<file path="config.mk">
export PLATFORM = sky130hd
export DESIGN_NAME = mem_port_arbiter_flat
export DESIGN_NICKNAME = d
export VERILOG_FILES = /design/src/rtl/mem_port_arbiter_pkg.sv /design/src/rtl/mem_port_arbiter_if.sv /design/src/rtl/mem_arb_perf.sv /design/src/rtl/mem_port_arbiter.sv /design/src/flat_wrapper.sv
export SDC_FILE = /design/constraint.sdc
export NUM_CORES = 1
export LEC_CHECK = 0
export CAP_MARGIN = 20
export CORE_AREA = 3 3 107 109
export CTS_BUF_LIST = sky130_fd_sc_hd__clkbuf_4
export CTS_CLUSTER_SIZE = 12
export DETAILED_ROUTE_END_ITERATION = 10
export DIE_AREA = 0 0 110 112
export GPL_TIMING_DRIVEN = 0
export PLACE_DENSITY_LB_ADDON = 0.05
export SLEW_MARGIN = 10
export SYNTH_ARGS = -nofsm -noshare
export SYNTH_HDL_FRONTEND = slang
export SYNTH_HIERARCHICAL = 1
export SYNTH_SLANG_ARGS = --single-unit
</file>
<file path="constraint.sdc">
create_clock -name clk -period 2.4 [get_ports clk]
set_clock_uncertainty 0.2 [all_clocks]
set_input_delay 0.48 -clock clk [delete_from_list [all_inputs] [get_ports clk]]
set_output_delay 0.48 -clock clk [all_outputs]
set_load 0.01 [all_outputs]
</file>
<file path="src/rtl/mem_port_arbiter_pkg.sv">
// rtl/mem_port_arbiter_pkg.sv - shared types and helpers for the memory port arbiter
package mem_port_arbiter_pkg;

    typedef enum logic {
        IDLE     = 1'b0,
        WAIT_RSP = 1'b1
    } arb_state_t;

    typedef enum logic {
        OWN_I = 1'b0,
        OWN_D = 1'b1
    } arb_owner_t;

    // Bits needed to hold 0..max_val for the starvation counter.
    function automatic int cnt_width(input int max_val);
        return (max_val < 1) ? 1 : $clog2(max_val + 1);
    endfunction

endpackage

</file>
<file path="src/rtl/mem_port_arbiter_if.sv">
// rtl/mem_port_arbiter_if.sv - fetch, data and memory signals of the arbiter
interface mem_port_arbiter_if #(
    parameter int XLEN = 32
);
    logic            i_req;
    logic [XLEN-1:0] i_addr;
    logic            i_gnt;
    logic            i_rvalid;
    logic [XLEN-1:0] i_rdata;

    logic            d_req;
    logic            d_we;
    logic [3:0]      d_be;
    logic [XLEN-1:0] d_addr;
    logic [XLEN-1:0] d_wdata;
    logic            d_gnt;
    logic            d_rvalid;
    logic [XLEN-1:0] d_rdata;

    logic            mem_req;
    logic            mem_we;
    logic [3:0]      mem_be;
    logic [XLEN-1:0] mem_addr;
    logic [XLEN-1:0] mem_wdata;
    logic            mem_ready;
    logic            mem_rvalid;
    logic [XLEN-1:0] mem_rdata;

    modport slave (
        input  i_req, i_addr,
        output i_gnt, i_rvalid, i_rdata,
        input  d_req, d_we, d_be, d_addr, d_wdata,
        output d_gnt, d_rvalid, d_rdata,
        output mem_req, mem_we, mem_be, mem_addr, mem_wdata,
        input  mem_ready, mem_rvalid, mem_rdata
    );

    modport master (
        output i_req, i_addr,
        input  i_gnt, i_rvalid, i_rdata,
        output d_req, d_we, d_be, d_addr, d_wdata,
        input  d_gnt, d_rvalid, d_rdata,
        input  mem_req, mem_we, mem_be, mem_addr, mem_wdata,
        output mem_ready, mem_rvalid, mem_rdata
    );
endinterface

</file>
<file path="src/rtl/mem_arb_perf.sv">
// rtl/mem_arb_perf.sv - grant and conflict counters, used only when MEM_ARB_PERF_EN is defined
module mem_arb_perf #(
    parameter int CNT_W = 32
) (
    input  logic             clk,
    input  logic             reset,
    input  logic             i_gnt,
    input  logic             d_gnt,
    input  logic             conflict,
    output logic [CNT_W-1:0] perf_i_grants,
    output logic [CNT_W-1:0] perf_d_grants,
    output logic [CNT_W-1:0] perf_conflicts
);

    // Counters wrap freely; software takes deltas.
    always_ff @(posedge clk or posedge reset) begin
        if (reset) begin
            perf_i_grants  <= '0;
            perf_d_grants  <= '0;
            perf_conflicts <= '0;
        end else begin
            if (i_gnt)    perf_i_grants  <= perf_i_grants + 1'b1;
            if (d_gnt)    perf_d_grants  <= perf_d_grants + 1'b1;
            if (conflict) perf_conflicts <= perf_conflicts + 1'b1;
        end
    end

endmodule

</file>
<file path="src/rtl/mem_port_arbiter.sv">
// rtl/mem_port_arbiter.sv - shares one memory port between fetch and load/store; MEM_ARB_PERF_EN adds counters
module mem_port_arbiter
    import mem_port_arbiter_pkg::*;
#(
    parameter int XLEN       = 32,
    parameter int STARVE_MAX = 4
`ifdef MEM_ARB_PERF_EN
    ,
    parameter int CNT_W      = 32
`endif
) (
    input  logic             clk,
    input  logic             reset,
    mem_port_arbiter_if.slave bus
`ifdef MEM_ARB_PERF_EN
    ,
    output logic [CNT_W-1:0] perf_i_grants,
    output logic [CNT_W-1:0] perf_d_grants,
    output logic [CNT_W-1:0] perf_conflicts
`endif
);

    localparam int              SW         = cnt_width(STARVE_MAX);
    localparam logic [SW-1:0]   STARVE_LIM = SW'(STARVE_MAX);

    arb_state_t      state;
    arb_owner_t      owner;
    logic [SW-1:0]   starve_cnt;

    logic            win_d;
    logic            win_i;
    logic            req_act;
    logic            gnt_any;
    logic            rsp_act;
    logic [XLEN-1:0] sel_addr;
    logic [XLEN-1:0] sel_wdata;

    always_comb begin
        // Data wins unless fetch has been passed over STARVE_MAX times in a row.
        win_d     = bus.d_req && !(bus.i_req && (starve_cnt == STARVE_LIM));
        win_i     = bus.i_req && !win_d;
        req_act   = !reset && (state == IDLE) && (bus.i_req || bus.d_req);
        gnt_any   = req_act && bus.mem_ready;
        sel_addr  = win_d ? bus.d_addr : bus.i_addr;
        sel_wdata = win_d ? bus.d_wdata : '0;

        bus.mem_req   = req_act;
        bus.mem_we    = req_act && win_d && bus.d_we;
        bus.mem_be    = !req_act ? 4'h0 : (win_d ? bus.d_be : 4'hF);
        bus.mem_addr  = req_act ? sel_addr : '0;
        bus.mem_wdata = req_act ? sel_wdata : '0;
        bus.i_gnt     = gnt_any && win_i;
        bus.d_gnt     = gnt_any && win_d;

        // Responses seen while idle are leftovers from before a reset.
        rsp_act       = !reset && (state == WAIT_RSP) && bus.mem_rvalid;
        bus.i_rvalid  = rsp_act && (owner == OWN_I);
        bus.d_rvalid  = rsp_act && (owner == OWN_D);
        bus.i_rdata   = bus.i_rvalid ? bus.mem_rdata : '0;
        bus.d_rdata   = bus.d_rvalid ? bus.mem_rdata : '0;
    end

    always_ff @(posedge clk or posedge reset) begin
        if (reset) begin
            state      <= IDLE;
            owner      <= OWN_I;
            starve_cnt <= '0;
        end else begin
            if (!bus.i_req || bus.i_gnt) begin
                starve_cnt <= '0;
            end else if (bus.d_gnt && (starve_cnt != STARVE_LIM)) begin
                starve_cnt <= starve_cnt + 1'b1;
            end

            case (state)
                IDLE: begin
                    if (gnt_any) begin
                        state <= WAIT_RSP;
                        owner <= win_d ? OWN_D : OWN_I;
                    end
                end
                WAIT_RSP: begin
                    if (bus.mem_rvalid) state <= IDLE;
                end
                default: state <= IDLE;
            endcase
        end
    end

`ifdef MEM_ARB_PERF_EN
    logic conflict;
    assign conflict = !reset && (state == IDLE) && bus.i_req && bus.d_req;

    mem_arb_perf #(
        .CNT_W (CNT_W)
    ) u_perf (
        .clk            (clk),
        .reset          (reset),
        .i_gnt          (bus.i_gnt),
        .d_gnt          (bus.d_gnt),
        .conflict       (conflict),
        .perf_i_grants  (perf_i_grants),
        .perf_d_grants  (perf_d_grants),
        .perf_conflicts (perf_conflicts)
    );
`endif

endmodule

</file>
<file path="src/flat_wrapper.sv">
// flat-port wrapper written by rule: the top's interface ports become plain ports
module mem_port_arbiter_flat import mem_port_arbiter_pkg::*;
#(
    parameter int XLEN       = 32,
    parameter int STARVE_MAX = 4

)
  (clk, reset, bus_i_req, bus_i_addr, bus_i_gnt, bus_i_rvalid, bus_i_rdata, bus_d_req, bus_d_we, bus_d_be, bus_d_addr, bus_d_wdata, bus_d_gnt, bus_d_rvalid, bus_d_rdata, bus_mem_req, bus_mem_we, bus_mem_be, bus_mem_addr, bus_mem_wdata, bus_mem_ready, bus_mem_rvalid, bus_mem_rdata);
  mem_port_arbiter_if #(.XLEN(XLEN)) bus_i ();
  input  logic clk;
  input  logic reset;
  input wire logic [$bits(bus_i.i_req)-1:0] bus_i_req;
  input wire logic [$bits(bus_i.i_addr)-1:0] bus_i_addr;
  output wire logic [$bits(bus_i.i_gnt)-1:0] bus_i_gnt;
  output wire logic [$bits(bus_i.i_rvalid)-1:0] bus_i_rvalid;
  output wire logic [$bits(bus_i.i_rdata)-1:0] bus_i_rdata;
  input wire logic [$bits(bus_i.d_req)-1:0] bus_d_req;
  input wire logic [$bits(bus_i.d_we)-1:0] bus_d_we;
  input wire logic [$bits(bus_i.d_be)-1:0] bus_d_be;
  input wire logic [$bits(bus_i.d_addr)-1:0] bus_d_addr;
  input wire logic [$bits(bus_i.d_wdata)-1:0] bus_d_wdata;
  output wire logic [$bits(bus_i.d_gnt)-1:0] bus_d_gnt;
  output wire logic [$bits(bus_i.d_rvalid)-1:0] bus_d_rvalid;
  output wire logic [$bits(bus_i.d_rdata)-1:0] bus_d_rdata;
  output wire logic [$bits(bus_i.mem_req)-1:0] bus_mem_req;
  output wire logic [$bits(bus_i.mem_we)-1:0] bus_mem_we;
  output wire logic [$bits(bus_i.mem_be)-1:0] bus_mem_be;
  output wire logic [$bits(bus_i.mem_addr)-1:0] bus_mem_addr;
  output wire logic [$bits(bus_i.mem_wdata)-1:0] bus_mem_wdata;
  input wire logic [$bits(bus_i.mem_ready)-1:0] bus_mem_ready;
  input wire logic [$bits(bus_i.mem_rvalid)-1:0] bus_mem_rvalid;
  input wire logic [$bits(bus_i.mem_rdata)-1:0] bus_mem_rdata;
  assign bus_i.i_req = bus_i_req;
  assign bus_i.i_addr = bus_i_addr;
  assign bus_i_gnt = bus_i.i_gnt;
  assign bus_i_rvalid = bus_i.i_rvalid;
  assign bus_i_rdata = bus_i.i_rdata;
  assign bus_i.d_req = bus_d_req;
  assign bus_i.d_we = bus_d_we;
  assign bus_i.d_be = bus_d_be;
  assign bus_i.d_addr = bus_d_addr;
  assign bus_i.d_wdata = bus_d_wdata;
  assign bus_d_gnt = bus_i.d_gnt;
  assign bus_d_rvalid = bus_i.d_rvalid;
  assign bus_d_rdata = bus_i.d_rdata;
  assign bus_mem_req = bus_i.mem_req;
  assign bus_mem_we = bus_i.mem_we;
  assign bus_mem_be = bus_i.mem_be;
  assign bus_mem_addr = bus_i.mem_addr;
  assign bus_mem_wdata = bus_i.mem_wdata;
  assign bus_i.mem_ready = bus_mem_ready;
  assign bus_i.mem_rvalid = bus_mem_rvalid;
  assign bus_i.mem_rdata = bus_mem_rdata;
  mem_port_arbiter #(.XLEN(XLEN), .STARVE_MAX(STARVE_MAX)) u_core (.clk(clk), .reset(reset), .bus(bus_i));
endmodule
</file>
; ---- Word-level counts from Yosys, hierarchy flattened
; Cells that the tools add are included.
[totals]
reg_bits = 5
output_inout_bits = 138
[op_classes]
addsub = 1
eq_ne = 2
n_mux = 14
bitwise = 2
n_reduce_logical = 23
[op_table]
columns = operator, count
row1 = 2-to-1 mux 32 bit, 6
row2 = logical AND 1 bit, 15
row3 = 2-to-1 mux 4 bit, 2
row4 = 2-to-1 mux 3 bit, 2
row5 = logical NOT 1 bit, 4
row6 = "adder 3 x 1 -> 3 bit, second input constant", 1
row7 = "equality test 3 bit, second input constant", 1
row8 = 2-to-1 mux 1 bit, 3
row9 = "!= test 3 bit, second input constant", 1
row10 = logical OR 1 bit, 2
row11 = inverter 1 bit, 2
row12 = one-hot mux 1 bit (2 select lines), 1
row13 = AND reduction 2 bit, 1
row14 = nonzero test 2 bit, 1

; ---- Depth between registers and ports, before layout
[depth]
ltp_word = 9
depth_mapped = 6
ltp_nobuf = 5

; ---- Least setup slack after synthesis
; OpenSTA, ideal clock, no wires.
[synth_timing]
path_type = input-to-output
startpoint = input port bus_i_req
endpoint = output port bus_mem_wdata[10]
t_arrival_ns = 1.454
t_required_ns = 1.720
path_slack_ns = 0.266
stages = 5
path_buffers = 2
path_cell_list = buf_2 > and3_1 > nor3_2 > clkbuf_1 > and2_1
[synth_via]
elab_chain_cells = 5
word_cells_on_any_way = 7
classes_between = 2 x mux / 5 x reduce/logical
[synth_rtl]
columns = item, line_no
row1 = from (decl), flat_wrapper.sv:12  ; input wire logic [$bits(bus_i.i_req)-1:0] bus_i_req;
row2 = logical AND 1 bit, mem_port_arbiter.sv:40  ; win_d = bus.d_req && !(bus.i_req && (starve_cnt == STARVE_LIM));
row3 = logical NOT 1 bit, mem_port_arbiter.sv:40
row4 = logical AND 1 bit, mem_port_arbiter.sv:40
row5 = 2-to-1 mux 32 bit, mem_port_arbiter.sv:45  ; sel_wdata = win_d ? bus.d_wdata : '0;
row6 = 2-to-1 mux 32 bit (*), mem_port_arbiter.sv:51  ; bus.mem_wdata = req_act ? sel_wdata : '0;
row7 = to (decl), flat_wrapper.sv:29  ; output wire logic [$bits(bus_i.mem_wdata)-1:0] bus_mem_wdata;
; Mark *: on every way between the ends. The rest lies on a longest branch, timed or not.

; ---- Final worst setup path
[layout_timing]
startpoint = register u_core.starve_cnt[0]
endpoint = output port bus_mem_wdata[10]
[layout_via]
elab_chain_cells = 6
[layout_rtl]
columns = item, line_no
row1 = from (decl), mem_port_arbiter.sv:28  ; logic [SW-1:0] starve_cnt;
row2 = from (signal assigned), mem_port_arbiter.sv:72  ; starve_cnt <= starve_cnt + 1'b1;
row3 = equality test 3 bit, mem_port_arbiter.sv:40
row4 = logical AND 1 bit, mem_port_arbiter.sv:40
row5 = logical NOT 1 bit, mem_port_arbiter.sv:40
row6 = logical AND 1 bit, mem_port_arbiter.sv:40
row7 = 2-to-1 mux 32 bit, mem_port_arbiter.sv:45
row8 = 2-to-1 mux 32 bit, mem_port_arbiter.sv:51
; Every way passes these cells.

==> reports/qor.yml <==
outcome:
  status: "finished with violations"
  violations: "setup timing"
placement:
  dpl_cell_area_sq_mm: 0.00448
  place_congestion: 0.747
  hpwl_um: 9160
  port-buffer-count: 275
  dp.cells: 681
sta:
  worst_slew_pin_slew_ns: 0.362
  slew_violations: 0
  max_freq_mhz: 392
  hold_violations: 0
  fin_crit_sh_pct: 106
  final-setup-viol-count: 39
  fin_crit_ns: 2.55
  rsz0062_at_grt: "true"
  timing.slew.headroom_pct: 75.7
  fin_ws_ns: -0.153
floorplan:
  die-area_sq_mm: 0.0123
  ios: 277
  start_util_pct: 14.5
  coreArea_sq_mm: 0.0107
  std_cell_rows: 38
  dieHeight_um: 112
  die_w_um: 110
power:
  p_per_area_mw_per_mm2: 181
  power.share.combinational_pct: 76.2
  max-vdd-ir-drop_mv: 0.0967
  pwr-share-clk_pct: 12.3
  pwr-share-seq_pct: 11.5
  p_leak_nw: 2.29
  netSwitchingPower_mw: 0.295
  switching_share_pct: 34.2
  p_int_mw: 0.570
routing:
  vias: 3083
  drc: 0
  routedWlPerCell_um: 16.0
  drt-initial-drc-count: 54
  postRouteAntennaNets: 0
  drt_first_pass_iters: 7
  via_per_inst: 4.29
  wl_um: 11500
clocking:
  h-tree-depth: 1
  tritoncts: "done"
  cts.sinks: 5
  cts.clk_slew.worst_paths_ns: 0.04
  clk_root_buffer_cell: "clkbuf_4"
  cts_buffers: 3
  worstSkewPairLatency_ns: 0.24
  clockBufferDepth: 2
global_route:
  grt_pass1_wl_um: 16900
  grtUsageTotal_pct: 17.2
  grt_max_degree: 12
  grt_pass1_vias: 3135
  grt_overflow: 0
  antenna_found_initial: 0
layout:
  area.growth.synth_to_final_pct: 208
  layout_common_cells: "134 x clkdlybuf4s50_1, 83 x and2_1, 72 x buf_2, 32 x nand3_1, 30 x a21oi_1"
  final_area_sq_mm: 0.00478
  fillers: 1150
  layout-drive-gt1-share_pct: 36.6
  finalNonFillerCells: 719
  layout.nets: 721
  diodes: 0
  layout_commonest_cell: "clkdlybuf4s50_1"
critical_path:
  reg2regPathDepth: 3
  cp.arrival_ns: 1.87
  start_kind: "flip-flop"
  crit_type: "flip-flop to output pin"
  crit_path_end_kind: "output pin"
  crit_fanout: 8
  required_ns: 1.72
synth:
  syn_inst: 266
  synthMuxAreaShare_pct: 0
  synth_compound_area_share_pct: 25.8
  ys_ff_latch: 5
  synth_fa_ha_area_share_pct: 1.61
  ys_seq_area_share_pct: 8.05
  syn_nets: 407
  syn_area_per_cell_sq_um: 5.84
  synth-simple-area-share_pct: 56.0
  synth_cell_types: 23
  syn_area_sq_mm: 0.00155
  synth-xor-area-share_pct: 0
  yosysWarnings: 6
  synth_top_family_by_area: "simple AND/OR/NAND/NOR gates"
job:
  maxCapViolations: 0
hold_path:
  min_path_type: "input pin to asynchronous set/reset pin"
## layer usage
layer	GRT usage, %	part of all wire (%)	wire length (um)
met4	2.08	0.79	91
met3	4.93	10	1170
met1	17.9	35	3990
met5	0	0	0
met2	33.9	54	6270
## power by group through the flow
stage	Sequential (mW)	Clock (mW)	Combinational, mW
finish	0.0992	0.107	0.659
global route	0.0996	0.113	0.711
CTS	0.0981	0.112	0.636
detailed placement	0.0969	0	0.623
global placement	0.0967	0	0.620
floorplan	0.0957	0	0.190
## registers in the layout, summed over array words and instances (netlist names)
name,cells
u_core/owner,1
u_core/state,1
u_core/starve_cnt,3
## critical path, cell delays in order, from the launching register on
cell and delay [ns]:
dfrtp_1 0.36, inv_2 0.06, ha_4 0.18, and3_4 0.21
nor3_4 0.23, buf_12 0.16, buf_8 0.11, buf_8 0.10
and2_4 0.13, buf_6 0.10
## cell usage after synthesis
cell type / instances / area, sq um
a21oi_1: 33 / 165
and2_1: 97 / 607
and3_1: 1 / 6.26
buf_2: 1 / 5.00
clkbuf_1: 25 / 93.8
dfrtp_1: 5 / 125
ha_1: 2 / 25.0
inv_1: 9 / 33.8
nand2_1: 7 / 26.3
nand3_1: 33 / 165
nand4_1: 1 / 6.26
nor2_1: 2 / 7.51
nor3_1: 3 / 15.0
nor3_2: 1 / 10.0
nor3b_1: 1 / 7.51
o21a_1: 4 / 30.0
o21ai_0: 34 / 170
o21ai_1: 1 / 5.00
o22ai_1: 2 / 12.5
o311ai_0: 1 / 8.76
o41ai_1: 1 / 8.76
or2_4: 1 / 8.76
or3_4: 1 / 11.3
## logic make-up (layout without fill, tap and decap cells)
family | count (synthesis) | in the layout
adder cells (fa/ha/maj) | 2 | 2
AO/OA/AOI/OAI | 76 | 76
flip-flops | 5 | 5
AND/OR/NAND/NOR | 148 | 149
buffers and inverters | 35 | 347
## repair_timing
| item | CTS | global route |
|---|---|---|
| cloned | 8 | 0 |
| setup endpoints to repair | 138 | 103 |
| resized for setup | 548 | 77 |
| hold buffers | 0 | 0 |
| pin swaps | 21 | 41 |
| buffers inserted | 23 | 5 |
## layout make-up
| class | instances | area (sq um) | share of cell area [%] |
|---|---|---|---|
| clock buffer | 4 | 30.0 | 0.628 |
| sequential | 5 | 125 | 2.62 |
| multi-input combinational | 227 | 1460 | 30.6 |
| inverter | 9 | 33.8 | 0.706 |
| tap | 140 | 175 | 3.66 |
| buffer | 25 | 265 | 5.55 |
| timing repair buffer | 309 | 2690 | 56.3 |
## per-stage QoR
step                      setup TNS, ns  utilization, %  hold slack (ns)  setup slack, ns  power, mW
after floorplan                       0               -           0.0585            0.266      0.285
after global placement          -124.45            41.9            0.295            -1.14      0.716
after detailed placement        -129.63            41.9            0.300            -1.12      0.720
after CTS                         -1.35            44.0           0.0146           -0.109      0.846
after global routing              -6.51            44.7           0.0502           -0.210      0.924
final                             -3.58            44.7           0.0218           -0.153      0.865
## worst paths after layout
path | end | slack [ns] | start
max | bus_mem_wdata[10] | -0.15 | u_core/starve_cnt[0]
min | u_core/state | 0.02 | reset
max reg2reg | u_core/starve_cnt[2] | 0.67 | u_core/state
min reg2reg | u_core/starve_cnt[2] | 0.41 | u_core/starve_cnt[2]
max in group asynchronous | u_core/starve_cnt[2] | 1.81 | reset
min in group clk | u_core/state | 0.40 | bus_mem_rvalid
No activity file was read; power rests on OpenSTA's default activity.
